===== config.mk =====
export PLATFORM = sky130hd
export DESIGN_NAME = shift_add_multiplier
export DESIGN_NICKNAME = d
export VERILOG_FILES = /design/src/rtl/shift_add_multiplier.sv
export SDC_FILE = /design/constraint.sdc
export NUM_CORES = 1
export LEC_CHECK = 0
export ABC_AREA = 1
export CELL_PAD_IN_SITES_DETAIL_PLACEMENT = 2
export CELL_PAD_IN_SITES_GLOBAL_PLACEMENT = 2
export CORE_ASPECT_RATIO = 0.75
export CORE_MARGIN = 1
export CORE_UTILIZATION = 31
export CTS_CLUSTER_SIZE = 25
export DETAILED_ROUTE_END_ITERATION = 6
export DONT_BUFFER_PORTS = 1
export GPL_TIMING_DRIVEN = 0
export PLACE_DENSITY_LB_ADDON = 0.08
export SLEW_MARGIN = 0
export SYNTH_ARGS = -nofsm -noshare
export SYNTH_HDL_FRONTEND = slang
export SYNTH_SLANG_ARGS = --single-unit

===== constraint.sdc =====
create_clock -name clk -period 2.02 [get_ports clk]
set_input_delay 0.202 -clock clk [delete_from_list [all_inputs] [get_ports clk]]
set_output_delay 0.202 -clock clk [all_outputs]
set_load 0.01 [all_outputs]

===== src/rtl/shift_add_multiplier.sv =====
// Sequential unsigned N x N -> 2N shift-and-add multiplier, one adder pass per multiplier bit.
// Define MUL_SIGNED_EN to add a signed_op port and a one-cycle NEG state for two's complement.
module shift_add_multiplier #(
  parameter int unsigned N = 32
) (
  input  logic           clk,
  input  logic           rst,
  input  logic           start,
`ifdef MUL_SIGNED_EN
  input  logic           signed_op,
`endif
  input  logic [N-1:0]   a,
  input  logic [N-1:0]   b,
  output logic           busy,
  output logic           done,
  output logic [2*N-1:0] product
);

  localparam int unsigned CW = $clog2(N) + 1;

  typedef enum logic [1:0] {
    StIdle,
    StRun,
    StDone
`ifdef MUL_SIGNED_EN
    , StNeg
`endif
  } state_e;

  state_e           state_q, state_d;
  logic [N:0]       acc_q, acc_d;
  logic [N-1:0]     mq_q, mq_d;
  logic [N-1:0]     mcand_q, mcand_d;
  logic [CW-1:0]    count_q, count_d;
  logic [2*N-1:0]   product_q, product_d;
`ifdef MUL_SIGNED_EN
  logic             sgn_q, sgn_d;
  logic             signed_q, signed_d;
`endif

  logic [N-1:0]     addend;
  logic [N:0]       sum;
  logic [N:0]       acc_shift;
  logic [N-1:0]     mq_shift;
  logic             accept;

  // Adder stage: acc[N] is always zero between passes, so the full-width add equals A + B.
  always_comb begin
    addend    = mq_q[0] ? mcand_q : '0;
    sum       = acc_q + {1'b0, addend};
    acc_shift = {1'b0, sum[N:1]};
    mq_shift  = {sum[0], mq_q[N-1:1]};
  end

  assign accept = start && ((state_q == StIdle) || (state_q == StDone));

  always_comb begin
    state_d   = state_q;
    acc_d     = acc_q;
    mq_d      = mq_q;
    mcand_d   = mcand_q;
    count_d   = count_q;
    product_d = product_q;
`ifdef MUL_SIGNED_EN
    sgn_d     = sgn_q;
    signed_d  = signed_q;
`endif

    unique case (state_q)
      StIdle, StDone: begin
        if (accept) begin
          state_d = StRun;
          acc_d   = '0;
          count_d = '0;
`ifdef MUL_SIGNED_EN
          signed_d = signed_op;
          if (signed_op) begin
            // Magnitude of -2^(N-1) is 2^(N-1), which still fits in N unsigned bits.
            mcand_d = a[N-1] ? (~a + 1'b1) : a;
            mq_d    = b[N-1] ? (~b + 1'b1) : b;
            sgn_d   = a[N-1] ^ b[N-1];
          end else begin
            mcand_d = a;
            mq_d    = b;
            sgn_d   = 1'b0;
          end
`else
          mcand_d = a;
          mq_d    = b;
`endif
        end else begin
          state_d = StIdle;
        end
      end
      StRun: begin
        acc_d   = acc_shift;
        mq_d    = mq_shift;
        count_d = count_q + 1'b1;
        if (count_q == CW'(N - 1)) begin
          product_d = {acc_shift[N-1:0], mq_shift};
`ifdef MUL_SIGNED_EN
          state_d   = signed_q ? StNeg : StDone;
`else
          state_d   = StDone;
`endif
        end
      end
`ifdef MUL_SIGNED_EN
      StNeg: begin
        product_d = sgn_q ? (~product_q + 1'b1) : product_q;
        state_d   = StDone;
      end
`endif
      default: state_d = StIdle;
    endcase
  end

  always_ff @(posedge clk) begin
    if (rst) begin
      state_q   <= StIdle;
      acc_q     <= '0;
      mq_q      <= '0;
      mcand_q   <= '0;
      count_q   <= '0;
      product_q <= '0;
`ifdef MUL_SIGNED_EN
      sgn_q     <= 1'b0;
      signed_q  <= 1'b0;
`endif
    end else begin
      state_q   <= state_d;
      acc_q     <= acc_d;
      mq_q      <= mq_d;
      mcand_q   <= mcand_d;
      count_q   <= count_d;
      product_q <= product_d;
`ifdef MUL_SIGNED_EN
      sgn_q     <= sgn_d;
      signed_q  <= signed_d;
`endif
    end
  end

`ifdef MUL_SIGNED_EN
  assign busy = (state_q == StRun) || (state_q == StNeg);
`else
  assign busy = (state_q == StRun);
`endif
  assign done    = (state_q == StDone);
  assign product = product_q;

endmodule


==> results of run 1 <==
==> how the worst max path moves through the flow <==
| stage | from | end | slack (ns) | cells after the start |
|---|---|---|---|---|
| after floorplan | mq_q[0] | product[62] | 0.001 | 19 |
| after global placement | mq_q[0] | acc_q[15] | -0.94 | 14 |
| after detailed placement | mq_q[0] | acc_q[15] | -1.04 | 16 |
| after CTS | mq_q[0] | product[47] | -0.28 | 17 |
| after global routing | mq_q[0] | acc_q[9] | -0.50 | 15 |
| final | mq_q[0] | acc_q[8] | -0.39 | 15 |
==> cells in the mapped netlist, drive strengths merged <==
library cell  number
o31ai              1
inv              213
buf               33
nor2             179
nand3b             3
a21o               4
nand3             39
a21oi             75
ha                33
or2                1
nand4              2
xnor2              1
o21a              12
dfxtp            168
a221oi            20
fa                 1
clkinv             1
and2               1
o21ai             87
xor2              14
a31oi             14
clkbuf            25
a22oi              1
nand2            403
nor3               6
o21bai            14
a311oi             1
==> metal layers <==
metal | global-route usage [%] | up-vias | share of wire, %
met3 | 6.01 | 65 | 4.0
met5 | 0 | - | 0
met4 | 8.60 | 0 | 3.1
met1 | 34.4 | 4745 | 45
met2 | 43.5 | 182 | 47
li1 | - | 4447 | -
==> what timing repair did <==
| action | 4_1_cts | 5_1_grt |
|---|---|---|
| pin swaps | 53 | 61 |
| gates cloned | 1 | 0 |
| resized for setup | 264 | 148 |
| buffers inserted | 24 | 21 |
| endpoints found under the setup margin | 61 | 84 |
| endpoints found under the hold margin | 62 | 0 |
| hold buffers | 62 | 0 |
==> through the flow <==
stage	setup WS [ns]	area [sq um]	utilization, %
after floorplan	0.00127	8860	-
after global placement	-0.944	9340	33.3
after detailed placement	-1.04	9340	33.3
after CTS	-0.277	11900	42.3
after global routing	-0.503	12600	45.0
final	-0.393	12600	45.0
==> layout make-up <==
cell class                      count  area, sq um
Fill cell                        3209        15400
Multi-Input combinational cell    912         5950
Sequential cell                   168         3360
Timing Repair Buffer              106         1060
Inverter                          214          813
Tap cell                          385          482
Clock buffer                       20          447
Buffer                             58          385
Clock inverter                     12          131
==> worst register-to-register path: stages (launching register included) <==
cell and delay, ns:
dfxtp_2 0.34, clkbuf_16 0.17, clkbuf_8 0.17, nand2_1 0.07, inv_2 0.10, ha_4 0.24
nor2_4 0.19, inv_2 0.08, nand3_2 0.11, nand2_4 0.08, nand2_2 0.11, nand2_4 0.09
buf_4 0.16, xor2_2 0.20, nand2_1 0.10, a21oi_2 0.15
==> where the power goes <==
part	internal, mW	switching (mW)	total [mW]	leakage, nW
combinational	0.324	0.568	0.892	4.48
clock	1.78	1.64	3.42	0.278
sequential	3.42	0.0838	3.50	1.37
==> registers in the layout, summed over array words and instances, names as in the netlist <==
name	cells
state_q	2
acc_q	32
mcand_q	32
product	64
mq_q	32
count_q	6
==> kinds of logic (layout without fill, tap and decap cells) <==
kind of cell             Yosys count  after routing  synth area share (%)
adder cells (fa/ha/maj)           34             34                  4.89
XOR/XNOR                          15             15                  1.48
buffers and inverters            272            410                  12.5
AO/OA/AOI/OAI                    229            229                  14.9
AND/OR/NAND/NOR                  634            634                  28.2
flip-flops                       168            168                  38.0
==> metrics.txt, run 1 <==
drt via density=5.03; GRT overflow=0; Avg WL per Cell=21.9 um; I/O pin count=133; clk_lat worst skew=0.45 ns; Hold Crit Depth=2; vias in the first global route=10100; crit path cell chain=clkbuf_16, clkbuf_8, nand2_1, inv_2, ha_4, nor2_4, inv_2, nand3_2, nand2_4, nand2_2, nand2_4, buf_4, xor2_2, nand2_1, a21oi_2; post-DP HPWL=26500 um; FMAX=414 MHz; H-tree levels=4; dominant cell type by area after synthesis=dfxtp_1; GRT Util Overall=26.5%; via count=9439; reg-to-reg slack, setup=-0.39 ns; Clock Sinks=168; Root Buffer=clkbuf_16; RSZ-0062 raised after global routing=yes; maximum vdd ir drop=0.000570 V; Die Ht=148 um; CP delay by family, top=simple AND/OR/NAND/NOR gates; starting density of the core=31.6%; post-route insts no fill=1875; syn avg cell area=6.55 sq um; share of cells above drive strength 1=27.9%; Max Cap Violations=0; Setup crit start kind=flip-flop; Worst Reg-to-Reg Cells=15; hold endpoint=mcand_q[1]; max incr delay on CP=0.34 ns; Synth top area share=38.0%; Final min period=2.41 ns; status=complete, but fails checks; Inst Count DP=1737; most common cell after layout, fill and taps aside=nand2_1; Die Width=197 um; initial antenna violation count=0; WS Path Type=flip-flop to flip-flop; hold_ws=-0.00498 ns; Fin Setup TNS=-15.12 ns; Cell Area, Synth=0.00886 sq mm; overall power=7.82 mW; largest net degree at the start of global routing=17; Synth Instances=1352; Routed WL=41100 um; Worst Slack Setup Final=-0.393 ns; IO Port Bufs=0; CTS tree=yes; most frequent cells in the layout=nand2_1, inv_1, dfxtp_1, nor2_1, nand2_2; critical path endpoint category=flip-flop; worst slew pin tran=0.933 ns; Clk pin slew, worst setup/hold paths=0.08 ns; critical hold path startpoint=a[1]; FF+latch count, synth=168; Antenna Cells=0; critical path buffer and inverter count=5; 1st-pass router iterations=4; detailed-route DRC error count=0; synth-to-layout area growth=42.7%; pwr dens=619 mW/mm^2; Final Wtd Congestion=0.824; period utilization=119%; Core Rows=53; crit path max fanout=7; top cells by area, synth=dfxtp_1, nand2_1, inv_1; Max-slew headroom=37.8%; failing checks=hold timing, setup timing; area of the die=0.0293 sq mm; Min-Delay Path Class=input pin to flip-flop; P_leak=6.12 nW; fin. max-slew vios=0; Hold Fails Final Rpt=1; maximum root-to-sink buffer count=2; Final #Nets=1578; first-pass GRT wire length=58300 um; CP max-delay cell=dfxtp_2; DRT iter0 DRCs=392; Ys Warns=0; remaining antenna violation count after routing=0; Num CTS Buffers=17; Reg2Reg Capture Point=acc_q[8]; crit path DAT=2.79 ns; clk_skew=0.0153 ns; Synth Net Count=1453; required time of the critical path=2.40 ns; worst r2r src=mq_q[0]; synth unique cells=36; Seq/Total Area, Yosys=38.0%; Core ar.=0.0281 sq mm; final setup fails=58
(Power assumes the default switching activity.)
==> run 2, diff against run 1 <==
--- a/config.mk
+++ b/config.mk
@@ -8,7 +8,7 @@
 export ABC_AREA = 1
 export CELL_PAD_IN_SITES_DETAIL_PLACEMENT = 2
 export CELL_PAD_IN_SITES_GLOBAL_PLACEMENT = 2
-export CORE_ASPECT_RATIO = 0.75
+export CORE_ASPECT_RATIO = 0.5
 export CORE_MARGIN = 1
 export CORE_UTILIZATION = 31
 export CTS_CLUSTER_SIZE = 25
==> metrics.txt, run 2 (synthesized netlist as in run 1, its figures left out) <==
hold_ws=0.256 ns (+0.261 ns); maximum root-to-sink buffer count=2 (unchanged); Hold Fails Final Rpt=0 (-1); CTS tree=yes; IO Port Bufs=0 (unchanged); clk_skew=0.0149 ns (-0.000430 ns); fin util=46.2% (+1.2 points); Final min period=2.42 ns (+0.00553 ns); clk_lat worst skew=0.47 ns (+0.02 ns); FMAX=413 MHz (-0.23%); H-tree levels=4 (unchanged); DRT iter0 DRCs=427 (+8.9%); Multi-input gate area=0.00616 sq mm (+3.5%); Antenna Cells=0 (unchanged); area of the die=0.0293 sq mm (+0.12%); Reg2Reg Capture Point=product[51]; hold endpoint=mq_q[10]; maximum vdd ir drop=0.000785 V (+38%); Core Rows=43 (-19%); max incr delay on CP=0.39 ns (+0.05 ns); Core ar.=0.0279 sq mm (-0.65%); Worst Reg-to-Reg Cells=18 (+3); worst r2r src=mq_q[0]; Routed WL=43900 um (+6.8%); Worst path most repeated cell=nand2_2; Setup crit start kind=flip-flop; detailed-route DRC error count=0 (unchanged); failing checks=setup timing; pwr dens=611 mW/mm^2 (-1.3%); I/O pin count=133 (unchanged); Clk pin slew, worst setup/hold paths=0.08 ns (about the same); largest net degree at the start of global routing=19 (+2); post-DP HPWL=27100 um (+2.2%); Die Width=241 um (+22%); Min-Delay Path Class=input pin to flip-flop; Final Wtd Congestion=0.865 (+4.9%); Worst Slack Setup Final=-0.399 ns (-0.00553 ns); initial antenna violation count=0 (unchanged); worst slew pin tran=0.986 ns (+0.0531 ns); period utilization=120% (+0.27 points); Die Ht=122 um (-18%); via count=9655 (+2.3%); Root Buffer=clkbuf_16; GRT Util Overall=26.9% (+0.41 points); Sequential Area=0.00337 sq mm (+0.11%); Max Cap Violations=0 (unchanged); GRT overflow=0 (unchanged); most common cell after layout, fill and taps aside=nand2_1; drt via density=5.16 (+2.5%); CP delay by family, top=simple AND/OR/NAND/NOR gates; P_leak=6.19 nW (+1.2%); critical hold path startpoint=start; reg-to-reg slack, setup=-0.40 ns (about the same); crit path max fanout=4 (-3); Max-slew headroom=34.3% (-3.5 points); FILL cells=3123 (-2.7%); fin. max-slew vios=0 (unchanged); RSZ-0062 raised after global routing=yes; vias in the first global route=10300 (+1.8%); CP max-delay cell=dfxtp_4; starting density of the core=31.8% (+0.21 points); Num CTS Buffers=17 (unchanged); max reg flops=64 (unchanged); final setup fails=58 (unchanged); WS Path Type=flip-flop to flip-flop; most frequent cells in the layout=nand2_1, dfxtp_1, inv_1, nor2_1, nand2_2; Clock Sinks=168 (unchanged); required time of the critical path=2.38 ns (-0.02 ns); crit path cell chain=buf_12, nand2_4, inv_4, ha_4, inv_2, fa_2, inv_4, nand3_4, nand2_4, nand3_1, nand2_2, nand2_2, nand2_1, nand2_2, nand2_2, nand2_1, nand2_1, inv_1; 1st-pass router iterations=5 (+1); status=complete, but fails checks; critical path endpoint category=flip-flop; remaining antenna violation count after routing=0 (unchanged); Avg WL per Cell=23.5 um (+7.1%); critical path buffer and inverter count=5 (unchanged); Final #Nets=1577 (-0.063%); Hold Crit Depth=5 (+3); first-pass GRT wire length=58700 um (+0.70%); crit path DAT=2.78 ns (about the same); synth-to-layout area growth=45.4%; share of cells above drive strength 1=31.6% (+3.8 points)
run 2: layout make-up:
type                            count  area share (%)
Buffer                             57            2.82
Clock buffer                       18            3.41
Clock inverter                     14            1.21
Inverter                          214            6.43
Multi-Input combinational cell    912            47.8
Sequential cell                   168            26.2
Tap cell                          382            3.71
Timing Repair Buffer              106            8.42
run 2: report_power, final:
part | internal, mW | total, mW | switching, mW
registers | 3.42 | 3.51 | 0.0950
logic | 0.346 | 0.944 | 0.598
clock network | 1.69 | 3.41 | 1.72
total | 5.45 | 7.87 | 2.42
run 2: worst max-delay path by stage:
stage                  end  depth (start not counted)    start  slack (ns)
5_1_grt        product[51]                         18  mq_q[0]       -0.51
3_3_place_gp   product[63]                         15  mq_q[0]       -0.87
4_1_cts          acc_q[31]                         17  mq_q[0]       -0.28
2_1_floorplan  product[62]                         19  mq_q[0]       0.001
6_report       product[51]                         18  mq_q[0]       -0.40
3_5_place_dp   product[50]                         17  mq_q[0]       -0.94
run 2: metrics by stage:
stage | power, mW | setup slack [ns] | instances | setup TNS, ns | instance area [sq um]
after floorplan | 3.94 | 0.00127 | 1352 | 0 | 8860
after global placement | 4.16 | -0.868 | 1734 | -37.22 | 9340
after detailed placement | 4.19 | -0.938 | 1734 | -42.51 | 9340
after CTS | 7.74 | -0.283 | 1847 | -9.59 | 11800
after global routing | 8.13 | -0.510 | 1871 | -18.91 | 12900
final | 7.87 | -0.399 | 1871 | -14.52 | 12900
run 2: what timing repair did:
action / in CTS / in global routing
cloned: 0 / 3
hold endpoints to repair: 64 / 0
resized for setup: 244 / 246
setup endpoints to repair: 60 / 77
pin swaps: 46 / 99
buffers inserted: 17 / 22
hold buffers: 64 / 0
run 2: metal layers:
| layer | vias up | routed length, um | global-route usage (%) |
|---|---|---|---|
| li1 | 4454 | - | - |
| met1 | 4923 | 18800 | 33.2 |
| met2 | 207 | 22100 | 47.2 |
| met3 | 71 | 1870 | 6.05 |
| met4 | 0 | 1200 | 6.96 |
| met5 | - | 0 | 0 |
run 2: worst register-to-register path, delay by kind of cell (launching register included):
family	cells	cell delay (ns)
DFF	1	0.39
adders and majority gates	2	0.50
buffers and inverters	5	0.40
and+or+nand+nor	11	1.04
==> run 3, diff against run 2 <==
--- a/config.mk
+++ b/config.mk
@@ -16,7 +16,6 @@
 export DONT_BUFFER_PORTS = 1
 export GPL_TIMING_DRIVEN = 0
 export PLACE_DENSITY_LB_ADDON = 0.08
-export SLEW_MARGIN = 0
 export SYNTH_ARGS = -nofsm -noshare
 export SYNTH_HDL_FRONTEND = slang
 export SYNTH_SLANG_ARGS = --single-unit
==> results of run 3 <==
No change in the layout: final DEF, timing and power equal those of run 2.
